===== src/rtl/line_steering_ctrl.sv =====
// Line-following steering controller: reads a tape-sensor bar and sequences track
// duties and H-bridge direction through launch, tracking, corner confirm, turn and hold states.
module line_steering_ctrl #(
    parameter int N_SENS      = 4,
    parameter int DUTY_W      = 20,
    parameter int DUTY_LAUNCH = 125000,
    parameter int DUTY_CRUISE = 90000,
    parameter int DUTY_CONFIRM = 100000,
    parameter int DUTY_PIVOT  = 250000,
    parameter int DUTY_MIN    = 1,
    parameter int CONFIRM_CYC = 27500000,
    parameter int LOST_CYC    = 50000000
) (
    input  logic              clk,
    input  logic              rst_n,
    input  logic [N_SENS-1:0] ips,
    input  logic              ir_stop,
    input  logic              oc_flag,
    input  logic              done,
    output logic [DUTY_W-1:0] duty_a,
    output logic [DUTY_W-1:0] duty_b,
    output logic [3:0]        dir,
    output logic [2:0]        state,
    output logic              fault
);

    // state    | meaning
    // LAUNCH   | waiting on start bar, drive forward while all sensors see tape
    // TRACK    | steering on the sensor pattern
    // CONFIRM  | all sensors on tape, timing whether this is a real corner marker
    // TURN     | pivoting left until re-centred or mission done
    // HOLD_IR  | stopped for obstacle
    // HOLD_OC  | stopped for overcurrent
    // LOST     | no tape seen, coasting on last command until timeout
    // HALT     | stopped until reset
    typedef enum logic [2:0] {
        S_LAUNCH  = 3'd0,
        S_TRACK   = 3'd1,
        S_CONFIRM = 3'd2,
        S_TURN    = 3'd3,
        S_HOLD_IR = 3'd4,
        S_HOLD_OC = 3'd5,
        S_LOST    = 3'd6,
        S_HALT    = 3'd7
    } state_t;

    localparam logic [3:0] DIR_FWD   = 4'b1001;
    localparam logic [3:0] DIR_LEFT  = 4'b1010;
    localparam logic [3:0] DIR_RIGHT = 4'b0101;
    localparam logic [3:0] DIR_STOP  = 4'b0000;

    localparam int HALF = N_SENS / 2;
    localparam logic [N_SENS-1:0] ONE     = {{(N_SENS-1){1'b0}}, 1'b1};
    localparam logic [N_SENS-1:0] L_INNER = ONE << (HALF - 1);
    localparam logic [N_SENS-1:0] R_INNER = ONE << HALF;

    localparam logic [DUTY_W-1:0] D_LAUNCH  = DUTY_W'(DUTY_LAUNCH);
    localparam logic [DUTY_W-1:0] D_CRUISE  = DUTY_W'(DUTY_CRUISE);
    localparam logic [DUTY_W-1:0] D_CONFIRM = DUTY_W'(DUTY_CONFIRM);
    localparam logic [DUTY_W-1:0] D_PIVOT   = DUTY_W'(DUTY_PIVOT);
    localparam logic [DUTY_W-1:0] D_MIN     = DUTY_W'(DUTY_MIN);

    localparam logic [31:0] CONFIRM_LAST = 32'(CONFIRM_CYC - 1);
    localparam logic [31:0] LOST_LAST    = 32'(LOST_CYC - 1);

    state_t state_q, state_d;
    logic [31:0] confirm_cnt, confirm_cnt_d;
    logic [31:0] lost_cnt, lost_cnt_d;
    logic [3:0]  dir_d;
    logic [DUTY_W-1:0] duty_a_d, duty_b_d;
    logic fault_d;

    logic [3:0] pop_l, pop_r;
    logic all_on, none_on, centred, only_l, only_r;

    always_comb begin
        pop_l = '0;
        pop_r = '0;
        for (int i = 0; i < HALF; i++) begin
            pop_l = pop_l + 4'(ips[i]);
            pop_r = pop_r + 4'(ips[i+HALF]);
        end
        all_on  = &ips;
        none_on = ~|ips;
        centred = (ips == (L_INNER | R_INNER));
        only_l  = (ips == L_INNER);
        only_r  = (ips == R_INNER);
    end

    always_ff @(posedge clk) begin
        if (!rst_n) begin
            state_q     <= S_LAUNCH;
            confirm_cnt <= '0;
            lost_cnt    <= '0;
            dir         <= DIR_STOP;
            duty_a      <= '0;
            duty_b      <= '0;
            fault       <= 1'b0;
        end else begin
            state_q     <= state_d;
            confirm_cnt <= confirm_cnt_d;
            lost_cnt    <= lost_cnt_d;
            dir         <= dir_d;
            duty_a      <= duty_a_d;
            duty_b      <= duty_b_d;
            fault       <= fault_d;
        end
    end

    assign state = state_q;

    // Safety flags outrank every other transition in the moving states.
    always_comb begin
        state_d = state_q;
        case (state_q)
            S_LAUNCH: if (centred) state_d = S_TRACK;
            S_TRACK, S_CONFIRM, S_TURN, S_LOST: begin
                if (oc_flag)      state_d = S_HOLD_OC;
                else if (ir_stop) state_d = S_HOLD_IR;
                else begin
                    case (state_q)
                        S_TRACK: begin
                            if (all_on)       state_d = S_CONFIRM;
                            else if (none_on) state_d = S_LOST;
                        end
                        S_CONFIRM: begin
                            if (!all_on)                          state_d = S_TRACK;
                            else if (confirm_cnt == CONFIRM_LAST) state_d = S_TURN;
                        end
                        S_TURN: begin
                            if (done)         state_d = S_HALT;
                            else if (centred) state_d = S_TRACK;
                        end
                        S_LOST: begin
                            if (!none_on)                 state_d = S_TRACK;
                            else if (lost_cnt == LOST_LAST) state_d = S_HALT;
                        end
                        default: ;
                    endcase
                end
            end
            S_HOLD_OC: if (!oc_flag) state_d = S_TRACK;
            S_HOLD_IR: begin
                if (oc_flag)      state_d = S_HOLD_OC;
                else if (!ir_stop) state_d = S_TRACK;
            end
            S_HALT: ;
            default: state_d = S_LAUNCH;
        endcase

        confirm_cnt_d = (state_q == S_CONFIRM && state_d == S_CONFIRM) ? confirm_cnt + 32'd1 : '0;
        lost_cnt_d    = (state_q == S_LOST && state_d == S_LOST) ? lost_cnt + 32'd1 : '0;
    end

    // Command follows the state being entered, so it lines up with the state output.
    always_comb begin
        dir_d    = dir;
        duty_a_d = duty_a;
        duty_b_d = duty_b;
        fault_d  = fault | (state_q == S_LOST && state_d == S_HALT);
        case (state_d)
            S_LAUNCH: begin
                if (all_on) begin
                    dir_d    = DIR_FWD;
                    duty_a_d = D_LAUNCH;
                    duty_b_d = D_LAUNCH;
                end
            end
            S_TRACK: begin
                if (state_q == S_TRACK) begin
                    if (only_l) begin
                        dir_d    = DIR_FWD;
                        duty_a_d = D_MIN;
                        duty_b_d = D_PIVOT;
                    end else if (only_r) begin
                        dir_d    = DIR_FWD;
                        duty_a_d = D_PIVOT;
                        duty_b_d = D_MIN;
                    end else if (centred) begin
                        dir_d    = DIR_FWD;
                        duty_a_d = D_CRUISE;
                        duty_b_d = D_CRUISE;
                    end else if (pop_l > pop_r) begin
                        dir_d    = DIR_LEFT;
                        duty_a_d = D_PIVOT;
                        duty_b_d = D_PIVOT;
                    end else if (pop_r > pop_l) begin
                        dir_d    = DIR_RIGHT;
                        duty_a_d = D_PIVOT;
                        duty_b_d = D_PIVOT;
                    end
                end
            end
            S_CONFIRM: begin
                dir_d    = DIR_FWD;
                duty_a_d = D_CONFIRM;
                duty_b_d = D_CONFIRM;
            end
            S_TURN: begin
                dir_d    = DIR_LEFT;
                duty_a_d = D_PIVOT;
                duty_b_d = D_PIVOT;
            end
            S_HOLD_IR, S_HOLD_OC, S_HALT: begin
                dir_d    = DIR_STOP;
                duty_a_d = D_MIN;
                duty_b_d = D_MIN;
            end
            default: ;
        endcase
    end

endmodule


===== config.mk =====
export PLATFORM = sky130hd
export DESIGN_NAME = line_steering_ctrl
export DESIGN_NICKNAME = d
export VERILOG_FILES = /design/src/rtl/line_steering_ctrl.sv
export SDC_FILE = /design/constraint.sdc
export NUM_CORES = 1
export LEC_CHECK = 0
export CAP_MARGIN = 20
export CELL_PAD_IN_SITES_DETAIL_PLACEMENT = 1
export CELL_PAD_IN_SITES_GLOBAL_PLACEMENT = 1
export CORE_MARGIN = 3
export CORE_UTILIZATION = 38
export DETAILED_ROUTE_END_ITERATION = 12
export PLACE_DENSITY = 0.74
export SLEW_MARGIN = 20
export SYNTH_ARGS = -nofsm -noshare
export SYNTH_HDL_FRONTEND = slang
export SYNTH_SLANG_ARGS = --single-unit

===== constraint.sdc =====
create_clock -name clk -period 2.3 [get_ports clk]
set_input_delay 0.23 -clock clk [delete_from_list [all_inputs] [get_ports clk]]
set_output_delay 0.23 -clock clk [all_outputs]
set_load 0.05 [all_outputs]

* After elaboration in Yosys (flattened, before gate mapping) *
Cells that the tools add are included.

storage, ports and cells
  output and inout port bits = 48
  word-level logic and storage cells = 83
  input port bits = 9
  bits in registers = 112

operators by class
  $lt $le $gt $ge = 2
  reduce and logical (&&, ||, !) cells = 13
  eq/ne operators = 21
  bitwise operators = 1
  mux-type cells = 35
  add/subtract/negate cells = 4

operator list
  operator               count
  $mux 20                10
  $pmux 20 s5            2
  $add 32x1->32 const B  2
  $mux 3                 13
  $eq 32x25->1 const B   1
  $eq 32x26->1 const B   1
  $mux 4                 7
  $pmux 3 s4             2
  $eq 3x3->1 const B     7
  $pmux 4 s5             1
  $eq 3x2->1 const B     4
  $eq 4x3->1 const B     2
  $reduce_and 4->1       2
  $reduce_or 4->1        2
  $eq 3x1->1 const B     2
  $logic_not 3->1        2
  $ne 6x6->1 const B     1
  $reduce_bool 5->1      1
  $add 1x1->2            2
  $eq 4x2->1 const B     1
  $gt 2x2->1             2
  $ne 2x2->1 const B     2
  $reduce_and 2->1       2
  $logic_and 1x1->1      3
  2 further kinds        2

* Depth between registers and ports, before layout *
  depth in word-level cells = 11
  depth in mapped cells = 11
  depth with buffers taken out = 11

* Least setup slack after synthesis *
OpenSTA, ideal clock, no wires.

  kind = flip-flop to flip-flop
  start point = register state_q[0] (netlist: state[0])
  end point = register duty_b[7]
  slack = -0.196 ns
  period minus slack after synthesis = 2.496 ns
  path buffers = 2
  cell stages (with the launch flop) = 10
  setup time = 0.100 ns
  data required time = 2.200 ns
  arrival time = 2.396 ns
  path through = dfxtp_1 > buf_6 > nor3b_2 > a21oi_1 > o211ai_2 > nand2_1 > buf_4 > nand2_1 > o221ai_2 > a2111oi_4

between the ends
  cells in the longest elaborated chain, start to end = 10
  elaborated cells between the ends (all ways) = 37
  those cells by class = eq/ne (15); mux (16); reduce/logical (6)

RTL lines
  what                                           RTL line  text
  start, declared                                66        state_t state_q, state_d;
  start signal, assigned                         100       state_q <= state_d;
  $mux 3, on equally long branches (2 in a row)  --
  $pmux 3 s4                                     121       case (state_q)
  $mux 3                                         119       else if (ir_stop) state_d = S_HOLD_IR;
  $mux 3                                         118       if (oc_flag) state_d = S_HOLD_OC;
  $pmux 3 s4                                     115       case (state_q)
  $eq 3x3->1                                     161       case (state_d)
  $reduce_or 3->1                                161
  $reduce_bool 5->1 (no source line)             --
  $reduce_and 4->1 (no source line)              --
  end signal, assigned                           105       duty_b <= duty_b_d;
  end, declared                                  21        output logic [DUTY_W-1:0] duty_b,

Several ways; a longest one is shown, not always the timed one.
A chain may end at the register's enable or synchronous reset.

* Worst setup path in the final report *
  start point = register lost_cnt[0]
  end point = register duty_a[11]

between the ends
  cells in the longest elaborated chain, start to end = 11
  elaborated cells between the ends (all ways) = 21
  those cells by class = eq/ne (10); mux (7); reduce/logical (4)

RTL lines
  what                                RTL line  text
  start, declared                     68        logic [31:0] lost_cnt, lost_cnt_d;
  start signal, assigned              102       lost_cnt <= lost_cnt_d;
  $eq 32x26->1 (*)                    136       else if (lost_cnt == LOST_LAST) state_d = S_HALT;
  $mux 3 (*)                          136
  $mux 3 (*)                          135       if (!none_on) state_d = S_TRACK;
  $pmux 3 s4 (*)                      121
  $mux 3 (*)                          119
  $mux 3 (*)                          118
  $pmux 3 s4 (*)                      115
  $eq 3x3->1                          161
  $reduce_or 3->1                     161
  $reduce_bool 5->1 (no source line)  --
  $reduce_and 4->1 (no source line)   --
  end signal, assigned                104       duty_a <= duty_a_d;
  end, declared                       20        output logic [DUTY_W-1:0] duty_a,

Every way passes the cells marked *; elsewhere a longest branch is shown, timed or not.

==> run_results.csv <==
group,metric,value,unit
route,wl,15600,microns
synthesis,synth_top_cell_area_share,38.0,%
synthesis,ys_warn_count,0,
synthesis,synth_ff_type,"dfxtp_1",
sta,slew_violations,0,
synthesis,ys_async_sr_fraction,0,%
synthesis,syn_inst,574,
floorplanning,core-area,12200,sq um
hold_path,worstHoldPathCells,2,
cells_and_area,syn_to_final_growth,39.6,%
clocking,clock_path_buffers,2,
floorplanning,dieHeight,118,microns
route,viasPerCell,5.27,
floorplanning,io_pins,57,
route,drcViolationCount,0,
synthesis,synth_cell_types,68,
sta,slew_headroom,63.0,%
pwr,finalPower,3.78,mW
placed_design,io_buffers,48,
clocking,cts_buffers,9,
sta,tightestPinTransition,0.553,ns
clocking,tritoncts,"yes",
route,dr.pass1.iters,4,
floorplanning,die_w,118,microns
clocking,clk_pin_slew,0.07,ns
route,wire_per_inst,17.7,microns
route,drt_iter0_drc,289,
clocking,hold_buffers,0,
hold_path,whs_endpoint,"duty_a[15]",
pwr,power_density,565,nW/um^2
critical_path,r2r_cells,10,
synthesis,synth_seq_cells,91,
synthesis,synthTopCellsByArea,"dfxtp_1 38%, nor2_1 7.4%, xor2_1 6.9%",
clocking,cts_max_level,3,
floorplanning,rows,40,
clocking,cts_root_buffer,"clkbuf_16",
critical_path,required,2.60,ns
synthesis,synth_area,4790,sq um
sta,whs,0.463,ns
placed_design,place_congestion,0.864,
critical_path,timing.rr.start,"lost_cnt[0]",
run,maxCapViolations,0,
synthesis,synth-seq-area-share,38.0,%
synthesis,synth-edff-count,0,
critical_path,cp-start-kind,"flip-flop",
global_routing,grt_max_degree,33,
critical_path,crit_arrival,2.57,ns
synthesis,synth_area_leader_cell,"dfxtp_1",
route,ant_nets,0,
sta,fmax,0.440,GHz
sta,rsz0062_at_grt,"yes",
floorplanning,design.die.area,14000,sq um
critical_path,path_max_fanout,4,
sta,setup_viol,0,
cells_and_area,fin_nets,727,
hold_path,hold_class,"reg2reg",
status,status,"completed",
pwr,leakage,2.54,nW
synthesis,syn_area_per_cell,8.35,sq um
global_routing,grt_first_pass_wirelength,25000,microns
global_routing,grt_pass1_vias,5028,
pwr,ir_drop,360,uV
critical_path,r2r_slack,0.03,ns
sta,hold_viol,0,
global_routing,grt_antenna_before_repair,0,
critical_path,r2r-end,"duty_a[11]",
critical_path,cp-startpoint,"lost_cnt[0]",
clocking,clkLatencyLatePin,0.35,ns
route,vias,4642,
placed_design,dp_hpwl,10200,microns
critical_path,worst_setup_path_end_kind,"flip-flop",
hold_path,hp-start,"duty_a[15]",
sta,fin_crit_sh,98.8,%
cells_and_area,layout-drive-gt1-share,25.8,%
global_routing,gr-usage-all-layers,21.8,%
sta,tns,0,ns
sta,finalCriticalPeriod,2.27,ns
sta,fin_worst_skew,0.00672,ns
critical_path,critPathKind,"reg2reg",
clocking,clock_sinks,91,
global_routing,grt-ovfl-total,0,
floorplanning,start_util,39.4,%
[synthesized netlist by cell type (10+ instances only)]
master,n
ha_1,11
nor3_1,14
nand2_1,52
nand3_1,35
nor2_1,95
dfxtp_1,91
buf_4,22
xor2_1,38
inv_1,17
nand4_1,21
xnor2_1,22
and3_1,10
o21ai_0,15
[through the flow]
step | worst slack (ns) | cells | util, % | area, sq um
global route | -0.0606 | 880 | 55.0 | 6690
CTS | -0.00114 | 870 | 53.2 | 6470
floorplan | 0.0402 | 581 | - | 4830
finish | 0.0273 | 881 | 55.0 | 6690
global placement | -0.560 | 845 | 48.9 | 5950
detailed placement | -0.629 | 845 | 48.9 | 5950
[cells by family after synthesis]
group | Yosys count | synth area share [%]
adder cells (fa/ha/maj) | 11 | 2.87
XOR/XNOR | 60 | 11.0
multiplexers | 8 | 1.67
AO/OA/AOI/OAI | 72 | 11.4
other | 1 | 0.0782
flip-flops | 91 | 38.0
AND/OR/NAND/NOR | 270 | 27.8
buffers and inverters | 61 | 7.18
[critical path, stage by stage, from the launching register on]
cell and delay (ns):
dfxtp_1 0.32, ha_2 0.20, nand3_2 0.08, nor2_2 0.05, a41o_1 0.27, and3_4 0.19, a2111o_1 0.54, buf_4 0.18
buf_4 0.13, a31oi_1 0.13, o21a_1 0.13
[state kept, by name, indices dropped and copies added (netlist names)]
register     flops
confirm_cnt     32
dir              4
duty_a          12
duty_b           7
fault            1
lost_cnt        32
state            3
[worst max-delay path by stage]
stage | slack [ns] | cells past startpoint | endpoint
finish | 0.03 | 10 | duty_a[11]
global route | -0.06 | 8 | duty_b[7]
CTS | -0.001 | 11 | duty_a[8]
detailed placement | -0.63 | 12 | duty_a[8]
global placement | -0.56 | 11 | duty_b[16]
floorplan | 0.04 | 9 | dir[1]
[where the power goes]
part / switching (mW) / total (mW) / internal, mW
sequential: 0.0272 / 1.63 / 1.61
combinational: 0.400 / 0.666 / 0.266
clock: 0.695 / 1.48 / 0.786
total: 1.12 / 3.78 / 2.66
[layout make-up]
cell class | count | area, sq um
antenna | 1 | 2.50
tap | 168 | 210
fill | 1446 | 5470
clock buffer | 10 | 239
multi-input combinational | 430 | 2950
inverter | 18 | 67.6
timing repair buffer | 157 | 1330
sequential | 91 | 1830
clock inverter | 6 | 58.8
[placed cells by master (no fill, tap or decap), drive strengths merged, types with 4 or more instances in the layout]
cell	netlist	routed
a21o	5	5
a21oi	10	10
a31oi	5	5
and2	7	7
and3	11	11
and4	4	4
buf	34	109
clkbuf	9	12
clkdlybuf4s50	0	43
conb	1	8
dfxtp	91	91
ha	11	11
inv	17	20
mux2i	8	8
nand2	52	52
nand2b	5	5
nand3	36	36
nand4	21	21
nor2	95	95
nor2b	4	4
nor3	14	14
nor4	4	4
o211ai	4	4
o21ai	18	18
xnor2	22	22
xor2	38	38
[per-layer routing]
| layer | vias to the layer above | global-route usage (%) | routed length [microns] |
|---|---|---|---|
| met1 | 2292 | 25.3 | 6600 |
| li1 | 2229 | - | - |
| met4 | 0 | 8.64 | 393 |
| met5 | - | 0 | 0 |
| met3 | 31 | 5.60 | 575 |
| met2 | 90 | 38.3 | 8030 |
[repair_timing]
| action | CTS | global route |
|---|---|---|
| gates resized for setup | 41 | 34 |
| pin swaps | 12 | 13 |
| setup buffers | 9 | 10 |
| endpoints found under the hold margin | 0 | 0 |
| cloned | 1 | 0 |
| endpoints found under the setup margin | 87 | 87 |
(Power assumes the default switching activity.)
